===== src/rtl/gnrc_lzc_pipe.sv =====
// Elastic leading/trailing zero counter: count is formed on the input side, then rides STAGES valid/ready slots.
// Latency STAGES cycles unstalled; a full pipe with ready_i low drops ready_o. GNRC_LZC_PIPE_THERM_EN adds therm_o.
module gnrc_lzc_pipe #(
  parameter int N      = 8,
  parameter int STAGES = 2,
  localparam int CW    = $clog2(N + 1)
) (
  input  logic          clk_i,
  input  logic          rst_ni,
  input  logic          flush_i,
  input  logic          valid_i,
  output logic          ready_o,
  input  logic [N-1:0]  vec_i,
  input  logic          mode_i,
  output logic          valid_o,
  input  logic          ready_i,
  output logic [CW-1:0] cnt_o,
  output logic          zero_o
`ifdef GNRC_LZC_PIPE_THERM_EN
  ,
  output logic [N-1:0]  therm_o
`endif
);

  logic [N-1:0]  vec_lsb;
  logic [CW-1:0] cnt_in;
  logic          zero_in;

  logic [STAGES-1:0]         vld_q,  vld_d;
  logic [STAGES-1:0][CW-1:0] cnt_q,  cnt_d;
  logic [STAGES-1:0]         zero_q, zero_d;
  logic [STAGES-1:0]         take;

`ifdef GNRC_LZC_PIPE_THERM_EN
  logic [N-1:0]             therm_in;
  logic [STAGES-1:0][N-1:0] therm_q, therm_d;
`endif

  // Orient the vector so that the count always starts at bit 0.
  always_comb begin
    vec_lsb = vec_i;
    for (int i = 0; i < N; i++) begin
      vec_lsb[i] = mode_i ? vec_i[i] : vec_i[N-1-i];
    end
  end

  always_comb begin
    cnt_in = CW'(N);
    for (int i = N - 1; i >= 0; i--) begin
      if (vec_lsb[i]) begin
        cnt_in = CW'(i);
      end
    end
  end

  assign zero_in = ~|vec_i;

`ifdef GNRC_LZC_PIPE_THERM_EN
  assign therm_in = ~({N{1'b1}} << cnt_in);
`endif

  // take[k]: slot k can be written this cycle (empty, or its word moves on).
  always_comb begin : take_chain
    logic down;
    down = ready_i;
    take = '0;
    for (int k = STAGES - 1; k >= 0; k--) begin
      take[k] = ~vld_q[k] | down;
      down    = take[k];
    end
  end

  assign ready_o = take[0];

  always_comb begin
    vld_d   = vld_q;
    cnt_d   = cnt_q;
    zero_d  = zero_q;
`ifdef GNRC_LZC_PIPE_THERM_EN
    therm_d = therm_q;
`endif
    if (flush_i) begin
      vld_d = '0;
    end else begin
      if (take[0]) begin
        vld_d[0] = valid_i;
        if (valid_i) begin
          cnt_d[0]   = cnt_in;
          zero_d[0]  = zero_in;
`ifdef GNRC_LZC_PIPE_THERM_EN
          therm_d[0] = therm_in;
`endif
        end
      end
      for (int k = 1; k < STAGES; k++) begin
        if (take[k]) begin
          vld_d[k] = vld_q[k-1];
          if (vld_q[k-1]) begin
            cnt_d[k]   = cnt_q[k-1];
            zero_d[k]  = zero_q[k-1];
`ifdef GNRC_LZC_PIPE_THERM_EN
            therm_d[k] = therm_q[k-1];
`endif
          end
        end
      end
    end
  end

  always_ff @(posedge clk_i) begin
    if (!rst_ni) begin
      vld_q   <= '0;
      cnt_q   <= '0;
      zero_q  <= '0;
`ifdef GNRC_LZC_PIPE_THERM_EN
      therm_q <= '0;
`endif
    end else begin
      vld_q   <= vld_d;
      cnt_q   <= cnt_d;
      zero_q  <= zero_d;
`ifdef GNRC_LZC_PIPE_THERM_EN
      therm_q <= therm_d;
`endif
    end
  end

  assign valid_o = vld_q[STAGES-1];
  assign cnt_o   = cnt_q[STAGES-1];
  assign zero_o  = zero_q[STAGES-1];
`ifdef GNRC_LZC_PIPE_THERM_EN
  assign therm_o = therm_q[STAGES-1];
`endif

endmodule


===== config.mk =====
export PLATFORM = sky130hd
export DESIGN_NAME = gnrc_lzc_pipe
export DESIGN_NICKNAME = d
export VERILOG_FILES = /design/src/rtl/gnrc_lzc_pipe.sv
export SDC_FILE = /design/constraint.sdc
export NUM_CORES = 1
export LEC_CHECK = 0
export BUFFER_PORTS_ARGS = -buffer_cell sky130_fd_sc_hd__buf_2
export CAP_MARGIN = 20
export CORE_AREA = 5 5 44 46
export CTS_CLUSTER_SIZE = 30
export DETAILED_ROUTE_END_ITERATION = 8
export DIE_AREA = 0 0 49 51
export PLACE_DENSITY = 0.71
export SYNTH_ARGS = -nofsm -noshare
export SYNTH_HDL_FRONTEND = slang
export SYNTH_SLANG_ARGS = --single-unit

===== constraint.sdc =====
create_clock -name clk_i -period 1.6 [get_ports clk_i]
set_input_delay 0.24 -clock clk_i [delete_from_list [all_inputs] [get_ports clk_i]]
set_output_delay 0.24 -clock clk_i [all_outputs]
set_load 0.02 [all_outputs]

==> results.md <==
* Flop and latch count out of synthesis at 12
* Gr ovfl total at 0
* WP depth at 3
* Post-route setup slack at 276.4 ps
* Clk buf depth at 2
* HPWL after DPL at 1035 um
* DRC viols at 0
* CTS Buf Count at 3
* Clk sinks at 12
* Count of final setup violators at 0
* Register-to-Register Path Depth at 4
* Worst-Skew Late Latency at 270 ps
* WP data arrival at 1080 ps
* R2r endpoint: cnt_q[3]$_SDFFE_PN0P_
* Worst flop-to-flop path startpoint: vld_q[1]$_SDFFE_PP0P_
* Routed vias at 568
* Setup Crit Path Kind: flop to primary output
* Antenna cells at 0
* Area growth syn-to-layout at 17.97%
* Routability Congestion at 0.7555
* Die area at 0.002499 mm2
* Initial antenna violation count at 0
* Slowest cell on crit path: dfxtp_1
* Initial core utilization at 0.4447
* Drt first pass iters at 4
* Setup TNS Final at 0 ps
* Port bufs at 20
* Vias per cell at 5.308
* Async SR Flop Fraction at 0
* Syn Inst Count at 73
* P_leak at 0.3020 nW
* Worst EP required at 1360 ps
* Most frequent cell after synthesis: dfxtp_1
* Clk_skew at 5.268 ps
* Hold_buf cts at 0
* Nets at 106
* Worst Setup SP: vld_q[0]$_SDFFE_PP0P_
* Area contributors post-synth: dfxtp_1, mux2i_1, nor2b_1, nor3b_4, nand2b_1
* Die Wd at 49 um
* RSZ-0062 raised after global routing: no
* H-tree Lvls at 1
* Reg clk slew, reported paths at 70 ps
* Status: finished, final reports clean
* Critical Path Source Type: flop
* Flop-to-flop setup slack at 320 ps
* Layout cell share with drive strength beyond 1 at 0.2857
* Post-synthesis sequential area ratio at 0.3671
* CTS tree: built
* Postcts setup bufs at 0
* Core Area at 0.001471 mm2
* Cell Pwr Density at 802.2 mW/mm2
* Setup crit end kind: primary output
* Number of synthesized flops with an enable pin at 0
* Total Routed Length at 1295 um
* Pre-CTS setup slack at 306.4 ps
* Peak supply drop at 0.0002837 V
* CP peak stage delay at 350 ps
* Worst Setup EP: ready_o
* Filler Cells Inserted at 148
* Synthesized cell area at 654.4 um2
* Cell accounting for the most synthesized area: dfxtp_1
* CP max FO at 3
* Most used flip-flop cell after synthesis: dfxtp_1
* Largest net degree at the start of global routing at 13
* Die height at 51 um
* Fin crit period at 1324 ps
* CP bufs+invs at 2
* Final ANT Viol Nets at 0
* Syn_nets at 87
* Final worst-path cycle share at 0.8273
* Slew @ Worst Pin at 441.1 ps
* Rows at 14
* Synth top cells by count: dfxtp_1, nor2_1, nor2b_1, mux2i_1, nand2b_1
* Vias in the first global route at 551
* I/O pin cnt at 21
* CTS resizes at 0
* Max-slew headroom at 0.7032
* Root Buffer: clkbuf_4
* Initial drt markers at 3
* Yosys top cell area share at 0.3671
* Slew Limit Fails at 0
* YS warnings at 0
* Avg Cell Area, Syn at 8.964 um2
* Final hold vios at 0
* GR Util All Layers at 0.1202
* Worst path cell trace: and3b_1 -> inv_1 -> buf_2
* Unique masters post-synth at 29
* Per-cell routed wire length at 12.10 um
* Cell family with most CP delay: flip-flops
* Type of the most critical hold path: input port to flop
* First-pass GRT wire length at 2270 um
* Fmax at 755.5 MHz
* Max_cap viols at 0
==> layout by cell type, fill, tap and decap left out <==
cell / instances
buf_2: 20
dfxtp_1: 12
nor2b_1: 8
nor2_1: 8
mux2i_1: 6
nand2b_1: 5
clkbuf_4: 3
inv_1: 2
nor3b_4: 2
o21ai_0: 2
a31oi_1: 2
nand3_1: 2
nand2_1: 2
a21boi_1: 2
and3b_1: 1
nor3_1: 1
o311ai_0: 1
o31ai_1: 1
nand3b_1: 1
a211oi_1: 1
nor3b_1: 1
a32oi_1: 1
a2111oi_0: 1
a2bb2oi_1: 1
o22ai_1: 1
nor4_1: 1
or3_1: 1
nand4_1: 1
clkbuf_8: 1
==> metal layers <==
| layer | routed length, um | share of wire | GRT usage | vias to the layer above |
|---|---|---|---|---|
| met4 | 27 | 0.021 | 0.1076 | 0 |
| li1 | - | - | - | 295 |
| met3 | 85 | 0.066 | 0.02907 | 2 |
| met1 | 573 | 0.44 | 0.1330 | 256 |
| met2 | 608 | 0.47 | 0.1913 | 15 |
| met5 | 0 | 0 | 0 | - |
==> kinds of logic (layout without fill, tap and decap cells) <==
family                 Yosys count  after routing  share of synthesized area
AO/OA/AOI/OAI                   13             13                     0.1434
buffers and inverters            8             26                    0.07074
flip-flops                      12             12                     0.3671
multiplexers                     6              6                    0.09178
AND/OR/NAND/NOR                 34             34                     0.3270
==> power breakdown <==
group / switching [mW] / internal (mW)
Combinational: 0.0420 / 0.0378
Sequential: 0.00348 / 0.305
Clock: 0.0931 / 0.138
Total: 0.139 / 0.481
==> stage by stage <==
step / total power, mW / cells / hold slack [ps] / instance area, um2 / util
5_1_grt: 0.6561 / 107 / 222.3 / 772.0 / 0.5247
3_3_place_gp: 0.3932 / 103 / 462.4 / 735.7 / 0.5000
6_report: 0.6193 / 107 / 209.6 / 772.0 / 0.5247
3_5_place_dp: 0.3951 / 103 / 462.4 / 735.7 / 0.5000
2_1_floorplan: 0.3616 / 73 / 360.7 / 654.4 / -
4_1_cts: 0.6310 / 107 / 201.1 / 772.0 / 0.5247
==> sequential cells by signal, summed over array words and instances, names as in the netlist <==
signal	cells
zero_q	2
cnt_o	4
cnt_q	4
vld_q	2
==> area by class of cell <==
type	count	area (um2)	share of cell area
Tap cell	16	20.02	0.02593
Timing Repair Buffer	20	100.1	0.1297
Clock buffer	4	36.28	0.04700
Inverter	2	7.507	0.009724
Multi-Input combinational cell	53	367.9	0.4765
Sequential cell	12	240.2	0.3112
==> worst min-delay path by stage <==
| stage | startpoint | to | slack (ps) | depth (start not counted) |
|---|---|---|---|---|
| floorplan | valid_i | vld_q[0]$_SDFFE_PP0P_ | 360 | 2 |
| global placement | cnt_q[3]$_SDFFE_PN0P_ | cnt_q[3]$_SDFFE_PN0P_ | 460 | 2 |
| detailed placement | zero_q[0]$_SDFFE_PN0P_ | zero_q[0]$_SDFFE_PN0P_ | 460 | 2 |
| CTS | valid_i | vld_q[0]$_SDFFE_PP0P_ | 200 | 3 |
| global route | valid_i | vld_q[0]$_SDFFE_PP0P_ | 220 | 3 |
| finish | valid_i | vld_q[0]$_SDFFE_PP0P_ | 210 | 3 |
==> worst min-delay path: cells and delay by family <==
family	cells	cell delay, ps
simple gates	2	110
buf+inv	1	90
No activity file was read; power rests on OpenSTA's default activity.
